## config.mk

```make
export PLATFORM = sky130hd
export DESIGN_NAME = wb_slave_mux
export DESIGN_NICKNAME = d
export VERILOG_FILES = /design/src/rtl/wb_slave_mux.sv
export SDC_FILE = /design/constraint.sdc
export NUM_CORES = 1
export LEC_CHECK = 0
export CORE_AREA = 5 5 265 267
export DETAILED_ROUTE_END_ITERATION = 7
export DIE_AREA = 0 0 270 272
export DONT_BUFFER_PORTS = 1
export PLACE_DENSITY = 0.36
export SYNTH_ARGS = -nofsm -noshare
export SYNTH_HDL_FRONTEND = slang
export SYNTH_SLANG_ARGS = --single-unit
```

## constraint.sdc

```tcl
create_clock -name i_clk -period 10 [get_ports i_clk]
set_input_delay 0 -clock i_clk [delete_from_list [all_inputs] [get_ports i_clk]]
set_output_delay 0 -clock i_clk [all_outputs]
set_load 0.005 [all_outputs]
```

## src/rtl/wb_slave_mux.sv

```systemverilog
// Pipelined Wishbone decoder/mux: one master, NUM_SLAVES slaves, one outstanding request.
// Unmapped addresses and hung slaves are answered with a bus-error pulse.
module wb_slave_mux #(
  parameter int unsigned NUM_SLAVES     = 4,
  parameter int unsigned ADDR_W         = 64,
  parameter int unsigned DATA_W         = 64,
  parameter logic [NUM_SLAVES*ADDR_W-1:0] SLAVE_BASE = {
    64'h0000_0003_0000_0000, 64'h0000_0002_0000_0000,
    64'h0000_0001_0000_0000, 64'h0000_0000_0000_0000},
  parameter logic [NUM_SLAVES*ADDR_W-1:0] SLAVE_MASK = {
    64'hFFFF_FFFF_0000_0000, 64'hFFFF_FFFF_0000_0000,
    64'hFFFF_FFFF_0000_0000, 64'hFFFF_FFFF_0000_0000},
  parameter int unsigned TIMEOUT_CYCLES = 255,
  localparam int unsigned SEL_W = DATA_W / 8
) (
  input  logic                     i_clk,
  input  logic                     i_reset,
  input  logic [ADDR_W-1:0]        i_wb_adr,
  input  logic [DATA_W-1:0]        i_wb_dat,
  output logic [DATA_W-1:0]        o_wb_dat,
  input  logic                     i_wb_we,
  input  logic [SEL_W-1:0]         i_wb_sel,
  input  logic                     i_wb_stb,
  input  logic                     i_wb_cyc,
  output logic                     o_wb_ack,
  output logic                     o_wb_err,
  output logic                     o_wb_stall,
  output logic [ADDR_W-1:0]        o_s_adr,
  output logic [DATA_W-1:0]        o_s_dat,
  output logic                     o_s_we,
  output logic [SEL_W-1:0]         o_s_sel,
  output logic [NUM_SLAVES-1:0]    o_s_cyc,
  output logic [NUM_SLAVES-1:0]    o_s_stb,
  input  logic [NUM_SLAVES*DATA_W-1:0] i_s_dat,
  input  logic [NUM_SLAVES-1:0]    i_s_ack,
  input  logic [NUM_SLAVES-1:0]    i_s_stall,
  output logic [ADDR_W-1:0]        o_err_adr,
  output logic [7:0]               o_err_count
);

  localparam int unsigned IDX_W = (NUM_SLAVES > 1) ? $clog2(NUM_SLAVES) : 1;
  localparam int unsigned TMR_W = $clog2(TIMEOUT_CYCLES + 1);

  typedef enum logic [2:0] {StIdle, StReq, StWait, StDone, StErr} state_e;

  state_e                  state_q;
  logic [IDX_W-1:0]        idx_q;
  logic [TMR_W-1:0]        timer_q;
  logic [ADDR_W-1:0]       s_adr_q;
  logic [DATA_W-1:0]       s_dat_q;
  logic                    s_we_q;
  logic [SEL_W-1:0]        s_sel_q;
  logic [NUM_SLAVES-1:0]   s_cyc_q;
  logic [NUM_SLAVES-1:0]   s_stb_q;
  logic [DATA_W-1:0]       wb_dat_q;
  logic                    ack_q;
  logic                    err_q;
  logic [ADDR_W-1:0]       err_adr_q;
  logic [7:0]              err_cnt_q;

  logic                    dec_hit;
  logic [IDX_W-1:0]        dec_idx;
  logic [NUM_SLAVES-1:0]   dec_onehot;
  logic [DATA_W-1:0]       sel_dat;
  logic                    sel_ack;
  logic                    sel_stall;
  logic                    timeout;

  // Scan downward so the lowest matching index is the one left standing.
  always_comb begin
    dec_hit = 1'b0;
    dec_idx = '0;
    for (int i = NUM_SLAVES - 1; i >= 0; i--) begin
      if ((i_wb_adr & SLAVE_MASK[i*ADDR_W +: ADDR_W]) == SLAVE_BASE[i*ADDR_W +: ADDR_W]) begin
        dec_hit = 1'b1;
        dec_idx = IDX_W'(i);
      end
    end
    dec_onehot = NUM_SLAVES'(1) << dec_idx;
  end

  always_comb begin
    sel_dat = '0;
    for (int i = 0; i < NUM_SLAVES; i++) begin
      if (idx_q == IDX_W'(i)) sel_dat = i_s_dat[i*DATA_W +: DATA_W];
    end
    sel_ack   = i_s_ack[idx_q];
    sel_stall = i_s_stall[idx_q];
    timeout   = (timer_q == TMR_W'(TIMEOUT_CYCLES - 1));
  end

  always_ff @(posedge i_clk or posedge i_reset) begin
    if (i_reset) begin
      state_q   <= StIdle;
      idx_q     <= '0;
      timer_q   <= '0;
      s_adr_q   <= '0;
      s_dat_q   <= '0;
      s_we_q    <= 1'b0;
      s_sel_q   <= '0;
      s_cyc_q   <= '0;
      s_stb_q   <= '0;
      wb_dat_q  <= '0;
      ack_q     <= 1'b0;
      err_q     <= 1'b0;
      err_adr_q <= '0;
      err_cnt_q <= '0;
    end else begin
      ack_q <= 1'b0;
      err_q <= 1'b0;
      unique case (state_q)
        StIdle: begin
          if (i_wb_cyc && i_wb_stb) begin
            s_adr_q <= i_wb_adr;
            s_dat_q <= i_wb_dat;
            s_we_q  <= i_wb_we;
            s_sel_q <= i_wb_sel;
            idx_q   <= dec_idx;
            timer_q <= '0;
            if (dec_hit) begin
              state_q <= StReq;
              s_cyc_q <= dec_onehot;
              s_stb_q <= dec_onehot;
            end else begin
              state_q <= StErr;
            end
          end
        end
        StReq, StWait: begin
          // Priority: abort, then completion (wins over a same-cycle timeout), then timeout.
          if (!i_wb_cyc) begin
            state_q <= StIdle;
            s_cyc_q <= '0;
            s_stb_q <= '0;
          end else if (sel_ack && (state_q == StWait || !sel_stall)) begin
            state_q  <= StDone;
            wb_dat_q <= sel_dat;
            ack_q    <= 1'b1;
            s_cyc_q  <= '0;
            s_stb_q  <= '0;
          end else if (timeout) begin
            state_q <= StErr;
            s_cyc_q <= '0;
            s_stb_q <= '0;
          end else begin
            timer_q <= timer_q + TMR_W'(1);
            if (state_q == StReq && !sel_stall) begin
              state_q <= StWait;
              s_stb_q <= '0;
            end
          end
        end
        StDone: state_q <= StIdle;
        StErr: begin
          state_q   <= StIdle;
          err_q     <= 1'b1;
          wb_dat_q  <= '0;
          err_adr_q <= s_adr_q;
          if (err_cnt_q != 8'hFF) err_cnt_q <= err_cnt_q + 8'd1;
        end
        default: state_q <= StIdle;
      endcase
    end
  end

  assign o_wb_dat    = wb_dat_q;
  assign o_wb_ack    = ack_q;
  assign o_wb_err    = err_q;
  assign o_wb_stall  = (state_q != StIdle);
  assign o_s_adr     = s_adr_q;
  assign o_s_dat     = s_dat_q;
  assign o_s_we      = s_we_q;
  assign o_s_sel     = s_sel_q;
  assign o_s_cyc     = s_cyc_q;
  assign o_s_stb     = s_stb_q;
  assign o_err_adr   = err_adr_q;
  assign o_err_count = err_cnt_q;

endmodule

```

==> flow_metrics.py, run 1 <==
metrics = {
    "yosys": {
        "ys_warn_count": 0,
        "yosys.area_share.simple": 0.1817,
        "yosys.cell_count.top_type": "nand2_1",
        "synth-seq-cells": 296,
        "synth_common_cells": "550 x nand2_1, 296 x dfrtp_1, 70 x a21oi_1",
        "synth_top_area_frac": 0.5660,
        "synthAdderAreaFrac": 0.002868,
        "muxShareOfSynthArea": 0.1726,
        "syn_inst": 1230,
        "synth_xor_xnor_area_share": 0.005354,
        "synth_edf_count": 0,
        "async_flop_share": 1.000,
        "ys_types": 43,
        "synth_top_family_by_area": "simple AND/OR/NAND/NOR gates",
        "synthTopCellsByArea": "dfrtp_1 57%, nand2_1 16%, mux4_2 11%, mux2_2 5.6%, a21oi_1 2.7%",
        "synth_compound_area_frac": 0.04274,
        "synthesis.area_um2": 13090,
        "synth_area_per_cell_um2": 10.64,
        "ys_seq_area_frac": 0.5660,
        "syn_nets": 1638,
        "synth_area_leader_cell": "dfrtp_1",
        "dominantRegCellSynth": "dfrtp_1",
    },
    "clock_tree": {
        "cts_resized": 0,
        "cts.sinks": 296,
        "clkLatencyLatePin_ns": 0.54,
        "post_cts_buffers": 0,
        "h-tree-depth": 2,
        "clock_path_buffers": 3,
        "cts_buffers": 39,
        "cts_tree": "yes",
        "cts.clk_slew.worst_paths_ns": 0.06,
        "cts-root-buf": "clkbuf_16",
    },
    "worst_setup_path": {
        "r2r_cells": 5,
        "arrival_ns": 3.46,
        "start_kind": "register",
        "rr_endpoint": "o_wb_dat[1]",
        "cp_max_fo": 50,
        "worstPathRequired_ns": 10.38,
        "rr_startpoint": "idx_q[0]",
        "worst-setup-path-type": "reg -> reg",
        "regToRegSetupSlack_ns": 6.93,
        "end_kind": "register",
    },
    "route": {
        "wirelength_um": 55020,
        "wl_per_cell_um": 22.61,
        "drc": 0,
        "drt-initial-drc-count": 503,
        "avgViaCountPerCell": 4.381,
        "dr.pass1.iters": 7,
        "antenna_left": 0,
        "vias": 10660,
    },
    "floorplanning": {
        "die_h_um": 272,
        "ios": 689,
        "die_w_um": 270,
        "core_area_um2": 67870,
        "initial_core_util": 0.1928,
        "die_area_um2": 73440,
        "std_cell_rows": 96,
    },
    "sta": {
        "fin_crit_ns": 3.075,
        "report.final.slew_viol_count": 0,
        "final_hold_viol_count": 0,
        "tns_ns": 0,
        "setup_violations": 0,
        "finalClockSkew_ns": 0.01908,
        "setup_ws_ns": 6.925,
        "relSlewSlack": 0.2651,
        "fin_crit_sh": 0.3075,
        "rsz0062_at_grt": "no",
        "worst_pin_slew_ns": 1.102,
        "max_freq_mhz": 325.2,
    },
    "global_route": {
        "grt_first_pass_wirelength_um": 79530,
        "use_met3": 0.04845,
        "gr-total-overflow": 0,
        "use_met2": 0.2655,
        "grt_max_degree": 149,
        "met1_usage": 0.1463,
        "grt_pass1_vias": 11250,
        "grt_busiest_layer": "met2",
        "antenna_found_initial": 16,
        "grtUsageTotal": 0.1415,
    },
    "final_layout": {
        "drive_gt1_frac": 0.1379,
        "area_growth_pct": 40.39,
        "nFillCells": 7198,
        "fin_cells": 2433,
        "finalCoreUtilization": 0.2707,
        "layout.nets": 1919,
    },
    "hold_path": {
        "hold_depth": 2,
        "holdPathEnd": "timer_q[7]",
        "hp-start": "i_wb_stb",
        "min_path_type": "in -> reg",
    },
    "placement": {
        "placed_cells": 2045,
        "dp_worst_setup_slack_ns": 6.984,
        "dp_hpwl_um": 39660,
        "gp_congestion": 0.9167,
        "port_buffers": 0,
    },
    "power_and_ir_drop": {
        "leakagePower_nw": 7.864,
        "power_mw": 4.180,
        "power_density_nw_per_um2": 227.5,
        "irDropWorstVdd_uv": 103.2,
    },
    "job": {
        "drv_cap": 0,
    },
    "outcome": {
        "status": "finished, final reports clean",
    },
}
placed cells by master, fill, tap and decap left out, types with 3 or more instances in the layout:
cell           count
nand2_1          549
dlygate4sd3_1    307
dfrtp_1          294
a21oi_1           70
mux4_2            66
mux2_2            65
clkbuf_16         41
diode_2           14
o21ai_0           11
nor2_1            10
clkbuf_1          10
clkbuf_8          10
nand4_1            8
nand3_1            8
nor4_1             7
inv_1              7
buf_4              7
o2bb2ai_1          5
xnor2_1            5
mux2i_1            4
or2_2              3
o31ai_1            3
nor3_1             3
xor2_1             3
ha_1               3
stage by stage:
step                      cell area, um2  hold WS [ns]
after floorplan                    13090        0.1054
final                              18370       0.03461
after detailed placement           13980      -0.01410
after CTS                          18340      0.001351
after global routing               18370       0.03898
after global placement             13980      -0.01168
cell type report:
class	instances	area [um2]	area share
diodes	14	35.03	0.001907
clock buffers	61	1201	0.06538
clock inverters	6	85.08	0.004631
inverters	9	41.29	0.002247
multi-input cells	849	5328	0.2900
flip-flops and latches	296	7412	0.4035
well taps	882	1104	0.06007
repair buffers	316	3166	0.1723
report_power, final:
part | switching (mW) | total (mW) | internal, mW
sequential | 0.414 | 1.99 | 1.57
combinational | 0.393 | 0.776 | 0.383
clock | 0.546 | 1.42 | 0.871
total | 1.35 | 4.18 | 2.83
how the worst max path moves through the flow:
stage,start,endpoint,slack [ns],depth (start not counted)
after global routing,state_q[1],o_s_adr[14],6.73,5
after detailed placement,idx_q[1],o_wb_dat[62],6.98,8
after global placement,state_q[1],o_s_adr[10],7.01,5
final,idx_q[0],o_wb_dat[1],6.93,5
after floorplan,i_reset,idx_q[0],1.82,1
after CTS,idx_q[0],o_wb_dat[1],6.92,5
worst max-delay path, cell delays in order (launching register included):
cell	delay (ns)
dfrtp_4	0.65
buf_4	0.75
mux4_2	0.63
dlygate4sd3_1	0.62
nand2_1	0.10
a21oi_1	0.07
routing by layer:
| layer | wire (um) | up-vias | share of wire |
|---|---|---|---|
| met2 | 29260 | 571 | 0.53 |
| met1 | 19020 | 5284 | 0.35 |
| met5 | 12 | - | 0.00022 |
| li1 | - | 4711 | - |
| met4 | 1956 | 2 | 0.036 |
| met3 | 4769 | 91 | 0.087 |
kinds of logic (layout without fill, tap and decap cells):
family / Yosys count / after routing
simple gates: 603 / 603
flops: 296 / 296
mux: 135 / 135
compound gates: 100 / 100
buf+inv: 85 / 392
xor+xnor: 8 / 8
fa+ha+maj: 3 / 3
other cells: 0 / 14
registers in the layout, indices dropped and copies added (netlist names), 2 cells and up:
register / count
o_err_adr: 64
o_s_adr: 64
o_s_dat: 64
o_wb_dat: 64
o_err_count: 8
o_s_sel: 8
timer_q: 8
o_s_cyc: 4
o_s_stb: 4
state_q: 3
idx_q: 2
repair_timing:
item                                    4_1_cts  5_1_grt
endpoints found under the hold margin       306        0
hold buffers                                307        0
endpoints found under the setup margin        0        0
Note: power is estimated with default switching activity, not from simulation.
==> run 2, diff against run 1 <==
==> constraint.sdc (replaced) <==
create_clock -name i_clk -period 3.13 [get_ports i_clk]
set_input_delay 0 -clock i_clk [delete_from_list [all_inputs] [get_ports i_clk]]
set_output_delay 0 -clock i_clk [all_outputs]
set_load 0.005 [all_outputs]
==> flow_metrics.py, run 2 (synthesized netlist as in run 1, its figures left out) <==
metrics = {
    "placement": {
        "place_area_um2": 14210,
        "dp_worst_setup_slack_ns": 0.6379,
        "port_buffers": 0,
        "dp_hpwl_um": 40780,
        "gp_congestion": 0.9170,
    },
    "hold_path": {
        "hp-start": "i_wb_adr[53]",
        "min_path_type": "in -> reg",
    },
    "sta": {
        "relSlewSlack": 0.3381,
        "fin_crit_ns": 2.855,
        "report.final.slew_viol_count": 0,
        "fin_crit_sh": 0.9120,
        "setup_ws_ns": 0.2754,
        "rsz0062_at_grt": "no",
        "max_freq_mhz": 350.3,
        "worst_pin_slew_ns": 0.9908,
        "setup_violations": 0,
        "final_hold_viol_count": 0,
        "finalClockSkew_ns": 0.01524,
    },
    "worst_setup_path": {
        "worstPathCellList": "buf_4 -> buf_6 -> mux4_2 -> dlygate4sd3_1 -> nand2_1 -> a21oi_1",
        "worstPathRequired_ns": 3.52,
        "cp_max_fo": 46,
        "critPathBufInv": 3,
        "slowest_delay_ns": 0.59,
        "cpLargestDelayFamily": "buffers and inverters",
        "crit_start": "idx_q[0]",
        "end_kind": "register",
        "start_kind": "register",
        "arrival_ns": 3.24,
        "slowest_stage": "mux4_2",
        "rr_startpoint": "idx_q[0]",
        "worst-setup-path-type": "reg -> reg",
    },
    "final_layout": {
        "final_cell_mix": "549 x nand2_1, 332 x dlygate4sd3_1, 294 x dfrtp_1",
        "final_area_um2": 18730,
        "drive_gt1_frac": 0.1445,
        "mostFrequentLayoutCell": "nand2_1",
        "layout.nets": 1963,
        "area_growth_pct": 43.11,
    },
    "route": {
        "avgViaCountPerCell": 4.302,
        "dr.pass1.iters": 4,
        "wl_per_cell_um": 21.92,
        "vias": 10640,
        "wirelength_um": 54210,
        "drc": 0,
        "drt-initial-drc-count": 524,
        "antenna_left": 0,
    },
    "power_and_ir_drop": {
        "p_sw_mw": 4.320,
        "power_density_nw_per_um2": 717.6,
        "irDropWorstVdd_uv": 296.4,
        "pwr-share-seq": 0.473,
        "leakagePower_nw": 8.153,
        "switching_share": 0.3215,
        "combPwrFrac": 0.218,
        "intPower_mw": 9.118,
        "pwr-share-clk": 0.309,
    },
    "global_route": {
        "grt_busiest_layer": "met2",
        "antenna_found_initial": 15,
        "use_met2": 0.2491,
        "grtUsageTotal": 0.1394,
        "grt_first_pass_wirelength_um": 77810,
        "met1_usage": 0.1473,
        "grt_max_degree": 100,
        "gr-total-overflow": 0,
        "use_met3": 0.05365,
        "grt_pass1_vias": 11220,
    },
    "job": {
        "drv_cap": 0,
    },
    "clock_tree": {
        "clock_path_buffers": 3,
        "cts_tree": "yes",
        "h-tree-depth": 2,
        "cts.clk_slew.worst_paths_ns": 0.06,
        "clkLatencyLatePin_ns": 0.53,
        "cts_buffers": 37,
        "post_cts_buffers": 0,
        "cts.sinks": 296,
        "cts-root-buf": "clkbuf_16",
    },
    "floorplanning": {
        "core_area_um2": 67870,
        "ios": 689,
        "die_w_um": 270,
        "die_h_um": 272,
        "std_cell_rows": 96,
        "die_area_um2": 73440,
        "initial_core_util": 0.1928,
    },
    "outcome": {
        "status": "finished, final reports clean",
    },
}
run 2: cell count changes in the layout (fill, tap and decap cells not counted), moves of 2 or more:
cell | previous run | this run
dlygate4sd3_1 | 307 | 332
buf_4 | 7 | 21
clkbuf_16 | 41 | 37
inv_6 | 0 | 2
buf_12 | 2 | 8
run 2: cell type report:
class / count / area, um2
antenna: 13 / 32.53
inverter: 9 / 37.54
timing repair buffer: 362 / 3652
tap: 882 / 1104
fill: 7179 / 49140
clock buffer: 57 / 1101
sequential: 296 / 7412
clock inverter: 5 / 61.31
multi-input combinational: 849 / 5328
run 2: repair_timing:
action                     CTS  global route
setup endpoints to repair    0            46
resized for setup            0             1
hold endpoints to repair   237             0
hold buffers               332             0
run 2: worst paths after layout:
check,slack (ns),cells past startpoint,end
setup / recovery,0.28,6,o_wb_dat[17]
hold / removal,0.06,4,idx_q[0]
setup reg to reg,0.28,6,o_wb_dat[17]
hold reg to reg,0.48,1,timer_q[5]
max in group asynchronous,1.98,3,idx_q[0]
min in group asynchronous,0.18,2,o_s_sel[0]
run 2: worst reg2reg max path: stages (launching register included):
cell           delay, ns
dfrtp_4             0.46
buf_4               0.34
buf_6               0.54
mux4_2              0.65
dlygate4sd3_1       0.59
nand2_1             0.07
a21oi_1             0.06
run 2: per-stage QoR:
step / cells / TNS, ns / util / hold slack, ns / power (mW)
2_1_floorplan: 1230 / -237.13 / - / 0.1054 / 7.582
3_3_place_gp: 2066 / 0 / 0.2093 / 0.1087 / 8.652
3_5_place_dp: 2066 / 0 / 0.2093 / 0.1109 / 8.718
4_1_cts: 2460 / 0 / 0.2754 / 0.004022 / 13.69
5_1_grt: 2471 / 0 / 0.2759 / 0.05119 / 14.25
6_report: 2473 / 0 / 0.2760 / 0.06007 / 13.44
run 2: metal layers:
| layer | vias to the layer above | wire [um] |
|---|---|---|
| li1 | 4790 | - |
| met4 | 0 | 2295 |
| met1 | 5211 | 19260 |
| met2 | 544 | 27570 |
| met5 | - | 0 |
| met3 | 93 | 5083 |
run 2: power by group through the flow:
| stage | clock [mW] | combinational, mW | sequential (mW) |
|---|---|---|---|
| after floorplan | 0 | 1.75 | 5.84 |
| after detailed placement | 0 | 2.25 | 6.47 |
| after CTS | 4.33 | 2.96 | 6.40 |
| after global routing | 4.48 | 3.27 | 6.51 |
| final | 4.15 | 2.93 | 6.36 |
| after global placement | 0 | 2.19 | 6.47 |
